--- config.mk ---
export PLATFORM = sky130hd
export DESIGN_NAME = led_fader
export DESIGN_NICKNAME = d
export VERILOG_FILES = /design/src/rtl/led_fader.sv
export SDC_FILE = /design/constraint.sdc
export NUM_CORES = 1
export LEC_CHECK = 0
export ABC_AREA = 1
export BUFFER_PORTS_ARGS = -buffer_cell sky130_fd_sc_hd__buf_4
export CAP_MARGIN = 10
export CORE_ASPECT_RATIO = 1.4
export CORE_MARGIN = 10
export CORE_UTILIZATION = 50
export CTS_BUF_LIST = sky130_fd_sc_hd__clkbuf_8
export CTS_CLUSTER_SIZE = 10
export DETAILED_ROUTE_END_ITERATION = 8
export PLACE_DENSITY = 0.68
export SLEW_MARGIN = 0
export SYNTH_ARGS = -nofsm -noshare
export SYNTH_HDL_FRONTEND = slang
export SYNTH_SLANG_ARGS = --single-unit
export TNS_END_PERCENT = 20
--- constraint.sdc ---
create_clock -name clk -period 3.9 [get_ports clk]
set_clock_uncertainty 0.2 [all_clocks]
set_input_delay 0 -clock clk [delete_from_list [all_inputs] [get_ports clk]]
set_output_delay 0 -clock clk [all_outputs]
set_load 0.005 [all_outputs]
--- src/rtl/led_fader.sv ---
// ============================================================================
// Module   : led_fader
// Brief    : Four-channel LED fader; blink edges start linear brightness
//            ramps that are rendered as PWM, with an MMIO slot interface.
// Revision : 1.0 - initial release
// ============================================================================
`default_nettype none

module led_fader #(
    parameter int PWM_BITS = 8
) (
    input  logic        clk,
    input  logic        reset,
    input  logic        cs,
    input  logic        read,
    input  logic        write,
    input  logic [4:0]  addr,
    input  logic [31:0] wr_data,
    output logic [31:0] rd_data,
    input  logic [3:0]  din,
    output logic [3:0]  dout
);

    localparam logic [PWM_BITS-1:0] c_full    = {PWM_BITS{1'b1}};
    localparam logic [PWM_BITS-1:0] c_lvl_one = PWM_BITS'(1);

    typedef enum logic [1:0] {
        S_OFF  = 2'd0,
        S_UP   = 2'd1,
        S_ON   = 2'd2,
        S_DOWN = 2'd3
    } state_t;

    logic [15:0]         r_step [4];
    logic [3:0]          r_en;
    logic [3:0]          r_din_q;
    logic [PWM_BITS-1:0] r_pwm;
    logic [PWM_BITS-1:0] w_level [4];
    logic [3:0]          w_busy;
    logic                w_unused;

    // Reads are combinational, so the read strobe and upper write bits are unused.
    assign w_unused = ^{read, wr_data[31:16]};

    always_ff @(posedge clk or negedge reset) begin
        if (!reset) begin
            for (int i = 0; i < 4; i++) begin
                r_step[i] <= '0;
            end
            r_en <= '0;
        end else if (cs && write) begin
            if (addr[4:2] == 3'd0) begin
                r_step[addr[1:0]] <= wr_data[15:0];
            end else if (addr == 5'd4) begin
                r_en <= wr_data[3:0];
            end
        end
    end

    generate
        for (genvar i = 0; i < 4; i++) begin : g_ch
            state_t              r_state;
            logic [PWM_BITS-1:0] r_lvl;
            logic [15:0]         r_pcnt;

            always_ff @(posedge clk or negedge reset) begin
                if (!reset) begin
                    r_state <= S_OFF;
                    r_lvl   <= '0;
                    r_pcnt  <= '0;
                end else begin
                    case (r_state)
                        S_OFF: begin
                            if (r_din_q[i]) begin
                                r_state <= S_UP;
                                r_pcnt  <= '0;
                            end
                        end
                        S_ON: begin
                            if (!r_din_q[i]) begin
                                r_state <= S_DOWN;
                                r_pcnt  <= '0;
                            end
                        end
                        S_UP: begin
                            if (!r_din_q[i]) begin
                                r_state <= S_DOWN;
                                r_pcnt  <= '0;
                            end else if (r_pcnt >= r_step[i]) begin
                                r_pcnt <= '0;
                                if (r_lvl >= c_full - c_lvl_one) begin
                                    r_lvl   <= c_full;
                                    r_state <= S_ON;
                                end else begin
                                    r_lvl <= r_lvl + c_lvl_one;
                                end
                            end else begin
                                r_pcnt <= r_pcnt + 16'd1;
                            end
                        end
                        S_DOWN: begin
                            if (r_din_q[i]) begin
                                r_state <= S_UP;
                                r_pcnt  <= '0;
                            end else if (r_pcnt >= r_step[i]) begin
                                r_pcnt <= '0;
                                // Saturate so a reversal before the first up-step cannot wrap.
                                if (r_lvl <= c_lvl_one) begin
                                    r_lvl   <= '0;
                                    r_state <= S_OFF;
                                end else begin
                                    r_lvl <= r_lvl - c_lvl_one;
                                end
                            end else begin
                                r_pcnt <= r_pcnt + 16'd1;
                            end
                        end
                        default: r_state <= S_OFF;
                    endcase
                end
            end

            assign w_level[i] = r_lvl;
            assign w_busy[i]  = (r_state == S_UP) || (r_state == S_DOWN);
        end
    endgenerate

    always_ff @(posedge clk or negedge reset) begin
        if (!reset) begin
            r_din_q <= '0;
            r_pwm   <= '0;
            dout    <= '0;
        end else begin
            r_din_q <= din;
            r_pwm   <= (r_pwm == c_full - c_lvl_one) ? '0 : r_pwm + c_lvl_one;
            for (int i = 0; i < 4; i++) begin
                dout[i] <= r_en[i] ? (r_pwm < w_level[i]) : r_din_q[i];
            end
        end
    end

    always_comb begin
        rd_data = '0;
        case (addr)
            5'd0, 5'd1, 5'd2, 5'd3:     rd_data = {16'b0, r_step[addr[1:0]]};
            5'd4:                       rd_data = {28'b0, r_en};
            5'd8, 5'd9, 5'd10, 5'd11:   rd_data = 32'(w_level[addr[1:0]]);
            5'd12:                      rd_data = {24'b0, w_busy, r_din_q};
            default:                    rd_data = '0;
        endcase
    end

endmodule

`default_nettype wire

==> results of run 1 <==
-- registers in the layout (all words and copies together), names as in the netlist --
| signal | flops |
|---|---|
| g_ch.r_state | 8 |
| r_pwm | 8 |
| r_din_q | 4 |
| dout | 4 |
| g_ch.r_pcnt | 64 |
| r_en | 4 |
| g_ch.r_lvl | 32 |
| r_step | 64 |
-- per-layer routing --
layer | GRT usage | up-vias | share of wire
li1 | - | 5995 | -
met1 | 0.263 | 5656 | 0.43
met2 | 0.355 | 287 | 0.50
met3 | 0.0341 | 64 | 0.043
met4 | 0.0765 | 0 | 0.028
met5 | 0 | - | 0
-- worst max-delay path by stage --
stage                        end  slack (ns)  cells after the start
4_1_cts        g_ch[3].r_pcnt[2]        1.04                      9
2_1_floorplan  g_ch[0].r_pcnt[2]        1.91                     11
3_3_place_gp   g_ch[3].r_pcnt[2]        1.11                      8
3_5_place_dp   g_ch[3].r_pcnt[2]        1.08                      9
5_1_grt        g_ch[0].r_pcnt[3]        0.69                     10
6_report       g_ch[3].r_pcnt[2]        1.02                      9
-- kinds of logic (layout without fill, tap and decap cells) --
family,after synthesis,in the layout,synth area share
AND/OR/NAND/NOR,687,687,0.224
AO/OA/AOI/OAI,392,392,0.162
buffers and inverters,331,392,0.101
flip-flops,188,188,0.350
adder cells (fa/ha/maj),134,134,0.125
XOR/XNOR,58,58,0.0378
other,1,16,0.000279
-- what timing repair did --
item | in CTS | in global routing
endpoints found under the setup margin | 0 | 0
endpoints found under the hold margin | 179 | 0
setup buffers | 0 | 0
hold buffers | 27 | 0
-- layout by cell type, fill, tap and decap left out, drive strengths merged, types with 6 or more instances in the layout --
cell / count
nand2: 419
inv: 279
o21ai: 233
dfrtp: 188
ha: 134
nor2: 121
nand3: 90
a21oi: 60
buf: 56
o22ai: 54
xor2: 45
dlygate4sd3: 27
nand4: 26
nor3: 24
clkbuf: 19
conb: 16
xnor2: 13
a22oi: 11
a221oi: 10
o211ai: 9
clkinv: 6
-- per-stage QoR --
stage	worst slack (ns)	util	area [um^2]	power (mW)
2_1_floorplan	1.91	-	13500	4.77
3_3_place_gp	1.11	0.533	14000	5.46
3_5_place_dp	1.08	0.533	14000	5.53
4_1_cts	1.04	0.560	14700	6.97
5_1_grt	0.686	0.560	14700	7.55
6_report	1.02	0.560	14700	6.95
-- layout make-up --
cell class                 count  area, um^2  area share
clock buffer                  18         248      0.0168
multi-input combinational   1287        7440       0.506
tap                          324         405      0.0276
inverter                     276        1040      0.0705
clock inverter                14         170      0.0116
timing repair buffer          84         704      0.0479
sequential                   188        4700       0.320
-- power by group through the flow --
stage | Sequential [mW] | Combinational, mW | Clock (mW)
3_3_place_gp | 2.62 | 2.84 | 0
3_5_place_dp | 2.63 | 2.91 | 0
5_1_grt | 2.65 | 3.39 | 1.51
2_1_floorplan | 2.50 | 2.28 | 0
4_1_cts | 2.59 | 2.94 | 1.44
6_report | 2.60 | 2.94 | 1.41
==> key figures, run 1 <==
Run status
  – Status: complete, but fails checks
  – Failing checks: hold timing

Power and ir drop
  – Sequential power share: 0.374
  – Int Power: 3.92 mW
  – Sw power: 3.03 mW
  – Lkg Pwr: 7.18 nW
  – Worst VDD drop: 0.000249 V
  – Comb pwr share: 0.423
  – Clock share of power: 0.203
  – PwrDens: 473 nW/um^2
  – Sw Share: 0.435

STA
  – Fin crit share: 0.738
  – # setup viols final: 0
  – Worst slew margin: 0.368
  – Hold Fails Final Rpt: 18
  – Total Neg Setup Slack: 0 ns
  – RSZ-0062 raised after global routing: false
  – Minimum clock period after layout: 2.88 ns
  – Worst Max-Slew Pin Slew: 0.946 ns
  – Fmax: 348 MHz
  – Slew Limit Fails: 0
  – Hold slack: -0.0137 ns

Placed design
  – Final Wtd Congestion: 0.928
  – PortBufs: 48
  – Hpwl dp: 26.6 mm
  – DP Cell Count: 2132

Global route
  – Number of global-route vias before repair: 11900
  – First-pass GRT wire length: 58.8 mm
  – Overall routing resource usage: 0.211
  – Initial antenna violation count: 0
  – Largest net degree at the start of global routing: 112
  – GR Overflow Total: 0

Synthesis
  – Mean Syn Cell Area: 7.50 um^2
  – Area of the mapped netlist: 13400 um^2
  – Post-Synthesis Cells: 1791
  – Asr flop ratio synth: 1.00
  – Register area share after synthesis: 0.350
  – Post-synth top cells: nand2_1, inv_1, o21ai_0
  – Top_reg_cell synth: dfrtp_1
  – Most area-consuming cells after synthesis: dfrtp_1, ha_1, nand2_1
  – #FFs+latches synth: 188
  – Leading area contributor after synthesis: dfrtp_1
  – Post-synth top area share: 0.350
  – YS warnings: 0
  – Post-synth EDFFs: 0
  – Count leader, synth: nand2_1
  – Post-synthesis cell type count: 47

Floorplanning
  – Core ar.: 26300 um^2
  – I/O pins: 82
  – Site Rows: 70
  – Chip width: 159 um
  – Initial Utilization: 0.511
  – Die Height: 214 um
  – Die area: 33900 um^2

Clock network
  – Max Root-Sink Buffers: 2
  – Clk_lat worst skew: 0.49 ns
  – Number of gates resized after CTS: 0
  – CTS tree: built
  – Root buffer cell: clkbuf_8
  – Max H-tree Level: 4
  – CTS buffer count: 17
  – Worst-path clk slew: 0.10 ns
  – Sink Count: 188

Drt
  – Routed len/inst: 16.0 um
  – Total number of vias: 12000
  – DRC viols: 0
  – Initial DRC Count: 702
  – DR vias/cell: 5.48
  – DR pass1 iterations: 6
  – Routed WL: 35.0 mm
  – Antenna Nets Post-Route: 0

Critical path
  – Reg2Reg Depth: 9
  – Crit-path leading delay family: simple AND/OR/NAND/NOR gates
  – Slowest-stage cell, CP: nor2_1
  – Launch point of the worst reg-to-reg path: r_step[11]
  – CP Class: register to register
  – CP arrival: 3.09 ns
  – CP Launch Type: register
  – Crit-path cells: inv_1, ha_1, a21oi_1, o21ai_0, a21oi_1, nand2_1, nor2_1, inv_1, o21ai_0
  – CP required: 4.11 ns
  – Worst stage delay on the critical path: 0.60 ns
  – CP Launch Point: r_step[11]
  – Crit path buf inv count: 2
  – CP max FO: 11
  – Critical R2R Capture: g_ch[3].r_pcnt[2]
  – Reg-to-reg slack, setup: 1.02 ns
  – CP endpoint kind: register

Cells and area
  – Non-Filler Instances: 2191
  – Layout cells sized above 1: 0.0745
  – # diodes: 0
  – Area grow syn2layout: 9.42%
  – Final nets: 2034
  – Filler cell count: 2497

Min path
  – Tightest Hold Check Type: input pin to asynchronous set/reset pin

Run
  – Max Cap Viol: 0
Note: power is estimated with default switching activity, not from simulation.
==> run 2, diff against run 1 <==
Clock period 3.9 ns to 3 ns, I/O delays scaled along.
==> run 2 against run 1 <==
The run now ends clean. Hold slack improved by 0.18 ns. Clock power up 33%. Sequential share of layout area down 0.25 points. Largest cell class unchanged.
==> key figures, run 2 (same netlist as run 1, synthesis figures left out) <==
Critical path
  – Reg-to-reg slack, setup: 0.54 ns
  – CP required: 3.22 ns
  – CP max FO: 8
  – CP Launch Type: register
  – CP endpoint kind: register
  – Reg2Reg Depth: 9
  – CP Class: register to register
  – Launch point of the worst reg-to-reg path: r_step[47]
  – Critical R2R Capture: g_ch[1].r_pcnt[3]
  – CP arrival: 2.68 ns

Clock network
  – Max H-tree Level: 4
  – Number of gates resized after CTS: 0
  – Cts hold-fix bufs: 30
  – Setup bufs post-CTS: 0
  – Sink Count: 188
  – CTS tree: built
  – Max Root-Sink Buffers: 2
  – Root buffer cell: clkbuf_8
  – CTS buffer count: 17
  – Clk_lat worst skew: 0.50 ns
  – Worst-path clk slew: 0.11 ns

Cells and area
  – Area grow syn2layout: 10.3%
  – Utilization after layout: 0.564
  – Layout cells sized above 1: 0.0779
  – Most frequent cells in the layout: nand2_1, inv_1, o21ai_0, dfrtp_1, ha_1
  – # diodes: 0
  – Final nets: 2042
  – Most common cell after layout, fill and taps aside: nand2_1
  – Largest regs: g_ch.r_pcnt x64, r_step x64, g_ch.r_lvl x32

Power and ir drop
  – PwrDens: 616 nW/um^2
  – Worst VDD drop: 0.000291 V
  – Clock share of power: 0.206
  – Total power: 9.13 mW
  – Lkg Pwr: 7.23 nW
  – Sw power: 3.97 mW
  – Sw Share: 0.435
  – Int Power: 5.16 mW
  – Comb pwr share: 0.426
  – Sequential power share: 0.368

STA
  – Fmax: 406 MHz
  – Total Neg Setup Slack: 0 ns
  – RSZ-0062 raised after global routing: false
  – Hold Fails Final Rpt: 0
  – Worst Max-Slew Pin Slew: 0.944 ns
  – # setup viols final: 0
  – Worst slew margin: 0.369
  – Minimum clock period after layout: 2.46 ns
  – Fin crit share: 0.821
  – Slew Limit Fails: 0
  – Hold slack: 0.162 ns

Global route
  – Initial antenna violation count: 0
  – GR Overflow Total: 0
  – Number of global-route vias before repair: 11200
  – First-pass GRT wire length: 56.5 mm
  – GRT busiest layer: met2
  – GR Layer Usage met2: 0.337
  – M3 GR Usage: 0.0321
  – Largest net degree at the start of global routing: 97
  – Overall routing resource usage: 0.205
  – Met1 usage in global routing: 0.263

Min path
  – Tightest Hold Check Type: input pin to register
  – WHS Endpoint: r_step[62]
  – Hold Crit Start: wr_data[14]
  – Hold Path Depth: 4

Placed design
  – PortBufs: 48
  – Final Wtd Congestion: 0.909
  – Hpwl dp: 26.4 mm

Drt
  – DRC viols: 0
  – Routed len/inst: 15.7 um
  – DR pass1 iterations: 5
  – Total number of vias: 12000
  – Antenna Nets Post-Route: 0
  – Initial DRC Count: 748
  – Routed WL: 34.5 mm
  – DR vias/cell: 5.45

Floorplanning
  – Chip width: 159 um
  – I/O pins: 82
  – Site Rows: 70
  – Die area: 33900 um^2
  – Core ar.: 26300 um^2
  – Die Height: 214 um
  – Initial Utilization: 0.511

Run
  – Max Cap Viol: 0

Run status
  – Status: finished clean
run 2: cell count changes in the layout (fill, tap and decap cells not counted):
| cell | change |
|---|---|
| buf_4 | +2 |
| buf_12 | +3 |
| inv_6 | +2 |
| inv_1 | -2 |
| dlygate4sd3_1 | +3 |
run 2: metal layers:
layer	routed length, um	share of wire	vias up
met5	0	0	-
met4	979	0.028	0
met3	1400	0.040	60
met2	16900	0.49	262
met1	15300	0.44	5648
li1	-	-	6006
run 2: worst max-delay path by stage:
stage | to | start | cells after the start
floorplan | g_ch[0].r_pcnt[2] | g_ch[0].r_pcnt[9] | 11
global placement | g_ch[1].r_pcnt[2] | g_ch[1].r_pcnt[9] | 8
detailed placement | g_ch[1].r_pcnt[8] | r_step[47] | 9
CTS | g_ch[1].r_pcnt[4] | r_step[47] | 9
global route | g_ch[1].r_pcnt[2] | r_step[47] | 9
finish | g_ch[1].r_pcnt[3] | r_step[47] | 9
run 2: worst max-delay path: stages (launching register included):
cell     delay [ns]
dfrtp_1        0.43
inv_1          0.06
ha_1           0.31
a21oi_1        0.15
o21ai_0        0.10
a21oi_1        0.28
nand2_1        0.21
nor2_1         0.35
inv_2          0.16
o22ai_1        0.13
run 2: power by group through the flow:
| stage | Combinational [mW] | Clock (mW) | Sequential (mW) |
|---|---|---|---|
| 3_3_place_gp | 3.74 | 0 | 3.39 |
| 4_1_cts | 3.88 | 1.93 | 3.36 |
| 6_report | 3.89 | 1.88 | 3.36 |
| 3_5_place_dp | 3.84 | 0 | 3.40 |
| 2_1_floorplan | 2.96 | 0 | 3.24 |
| 5_1_grt | 4.46 | 2.02 | 3.42 |
run 2: metrics by stage:
step	std cells	worst slack, ns	cell area (um^2)
floorplan	1806	1.01	13500
global placement	2137	0.623	14100
detailed placement	2137	0.553	14100
CTS	2199	0.533	14800
global route	2199	0.315	14800
finish	2199	0.536	14800
run 2: final cells by class:
| type | count | area, um^2 |
|---|---|---|
| Inverter | 276 | 1040 |
| Fill cell | 2494 | 11500 |
| Clock inverter | 14 | 180 |
| Multi-Input combinational cell | 1287 | 7440 |
| Tap cell | 324 | 405 |
| Sequential cell | 188 | 4700 |
| Clock buffer | 18 | 248 |
| Timing Repair Buffer | 92 | 810 |
==> run 3, diff against run 2 <==
Settings changed: PLACE_DENSITY 0.68 to 0.7.
Clock period 3 ns to 2.2 ns, I/O delays scaled along.
==> run 3 against run 2 <==
Global-route usage is 1.0 points higher. Sequential share of layout area down 2.4 points. Wire length grew 9.5%. Combinational power rose by 64%. Via count up 5.4%. First-iteration DRC count increased by 13%. Critical path depth increased by 1. Largest cell class unchanged. Largest power group unchanged. Highest routed layer unchanged.
==> key figures, run 3 (same netlist as run 1, synthesis figures left out) <==
Critical path
  – Reg-to-reg slack, setup: 0.006 ns
  – CP Class: register to register
  – Crit path to: g_ch[0].r_pcnt[9]
  – CP arrival: 2.40 ns
  – CP required: 2.40 ns
  – CP Launch Point: g_ch[0].r_pcnt[15]
  – Critical R2R Capture: g_ch[0].r_pcnt[9]
  – Reg2Reg Depth: 10
  – CP Launch Type: register
  – CP max FO: 11
  – CP endpoint kind: register
  – Launch point of the worst reg-to-reg path: g_ch[0].r_pcnt[15]

Power and ir drop
  – Comb pwr share: 0.483
  – Sw Share: 0.450
  – PwrDens: 825 nW/um^2
  – Clock share of power: 0.175
  – Int Power: 7.27 mW
  – Total power: 13.2 mW
  – Lkg Pwr: 7.78 nW
  – Worst VDD drop: 0.000395 V
  – Sequential power share: 0.342
  – Sw power: 5.96 mW

Clock network
  – Worst-path clk slew: 0.11 ns
  – CTS tree: built
  – Sink Count: 188
  – Max H-tree Level: 4
  – Clk_lat worst skew: 0.51 ns
  – Max Root-Sink Buffers: 2
  – CTS buffer count: 17
  – Root buffer cell: clkbuf_8

Placed design
  – PortBufs: 48
  – Final Wtd Congestion: 0.923
  – Hpwl dp: 27.9 mm
  – DP Cell Count: 2213

Drt
  – Total number of vias: 12600
  – Routed len/inst: 16.5 um
  – Initial DRC Count: 845
  – DR vias/cell: 5.49
  – Antenna Nets Post-Route: 0
  – DRC viols: 0
  – Routed WL: 37.8 mm
  – DR pass1 iterations: 5

STA
  – Worst slew margin: 0.631
  – Total Neg Setup Slack: 0 ns
  – Fin crit share: 0.997
  – RSZ-0062 raised after global routing: true
  – Slew Limit Fails: 0
  – Minimum clock period after layout: 2.19 ns
  – # setup viols final: 0
  – Fmax: 456 MHz
  – Hold Fails Final Rpt: 0
  – Worst Max-Slew Pin Slew: 0.553 ns
  – Hold slack: 0.138 ns

Global route
  – M3 GR Usage: 0.0359
  – GRT busiest layer: met2
  – GR Layer Usage met2: 0.361
  – Overall routing resource usage: 0.215
  – GR Overflow Total: 0
  – Met1 usage in global routing: 0.264
  – First-pass GRT wire length: 59.2 mm
  – Number of global-route vias before repair: 11900
  – Largest net degree at the start of global routing: 59
  – Initial antenna violation count: 0

Cells and area
  – # diodes: 0
  – Final nets: 2143
  – Largest regs: g_ch.r_pcnt x64, r_step x64, g_ch.r_lvl x32
  – Non-Filler Instances: 2300
  – Layout cells sized above 1: 0.173
  – Most common cell after layout, fill and taps aside: nand2_1
  – Most frequent cells in the layout: nand2_1, inv_1, o21ai_0, dfrtp_1, buf_4
  – Utilization after layout: 0.611
  – Area grow syn2layout: 19.4%

Floorplanning
  – Chip width: 159 um
  – I/O pins: 82
  – Initial Utilization: 0.511
  – Core ar.: 26300 um^2
  – Die Height: 214 um
  – Site Rows: 70
  – Die area: 33900 um^2

Min path
  – Tightest Hold Check Type: input pin to register

Run status
  – Status: finished clean

Run
  – Max Cap Viol: 0
run 3: cell count changes in the layout (fill, tap and decap cells not counted), moves of 7 or more:
cell	before	now
a21oi_1	60	50
a21oi_2	0	10
buf_4	58	148
buf_6	0	7
ha_1	134	116
ha_4	0	17
inv_1	262	239
inv_2	12	30
nand2_1	415	395
nand2_2	4	16
nand2_4	0	8
o21ai_0	220	191
o21ai_1	11	39
run 3: worst max-delay path, stage by stage, from the launching register on:
cell,delay (ns)
dfrtp_1,0.43
ha_4,0.29
nand4_1,0.16
nor3_4,0.30
nand3_2,0.14
buf_6,0.14
nand4_4,0.10
nor2_1,0.07
buf_6,0.15
nand2_1,0.05
nand2_1,0.05
run 3: power groups by stage:
stage | Clock, mW | Combinational [mW] | Sequential [mW]
floorplan | 0 | 4.04 | 4.42
global placement | 0 | 5.55 | 4.55
detailed placement | 0 | 5.68 | 4.57
CTS | 2.37 | 5.80 | 4.50
global route | 2.51 | 7.19 | 4.60
finish | 2.32 | 6.39 | 4.52
run 3: worst min-delay path by stage:
| stage | start | to | slack (ns) | cells past startpoint |
|---|---|---|---|---|
| floorplan | reset | dout[0] | -0.50 | 0 |
| global placement | reset | g_ch[3].r_pcnt[12] | -0.18 | 1 |
| detailed placement | reset | g_ch[3].r_pcnt[14] | -0.17 | 1 |
| CTS | addr[0] | r_step[8] | 0.11 | 7 |
| global route | wr_data[10] | r_step[58] | 0.18 | 4 |
| finish | addr[0] | r_step[14] | 0.14 | 7 |
run 3: layer usage:
layer / share of wire / wire length, um
met1: 0.42 / 15800
met2: 0.50 / 18800
met3: 0.053 / 1990
met4: 0.032 / 1190
met5: 0 / 0
run 3: layout make-up:
cell class | count | area, um^2
Clock buffer | 17 | 234
Clock inverter | 15 | 143
Fill cell | 2351 | 10200
Inverter | 276 | 1050
Multi-Input combinational cell | 1287 | 7910
Sequential cell | 188 | 4710
Tap cell | 324 | 405
Timing Repair Buffer | 190 | 1570
Timing Repair inverter | 3 | 22.5
run 3: what timing repair did:
| item | in CTS | in global routing |
|---|---|---|
| endpoints found under the setup margin | 52 | 104 |
| pin swaps | 3 | 40 |
| hold endpoints to repair | 260 | 0 |
| cloned | 0 | 4 |
| resized for setup | 10 | 141 |
| hold buffers | 30 | 0 |
| buffers inserted | 3 | 18 |
run 3: per-stage QoR:
step / cell area (um^2) / worst slack, ns
CTS: 15400 / -0.00848
global route: 16000 / -0.154
finish: 16000 / 0.00551
detailed placement: 14600 / -0.0690
floorplan: 13500 / 0.212
global placement: 14600 / -0.0203
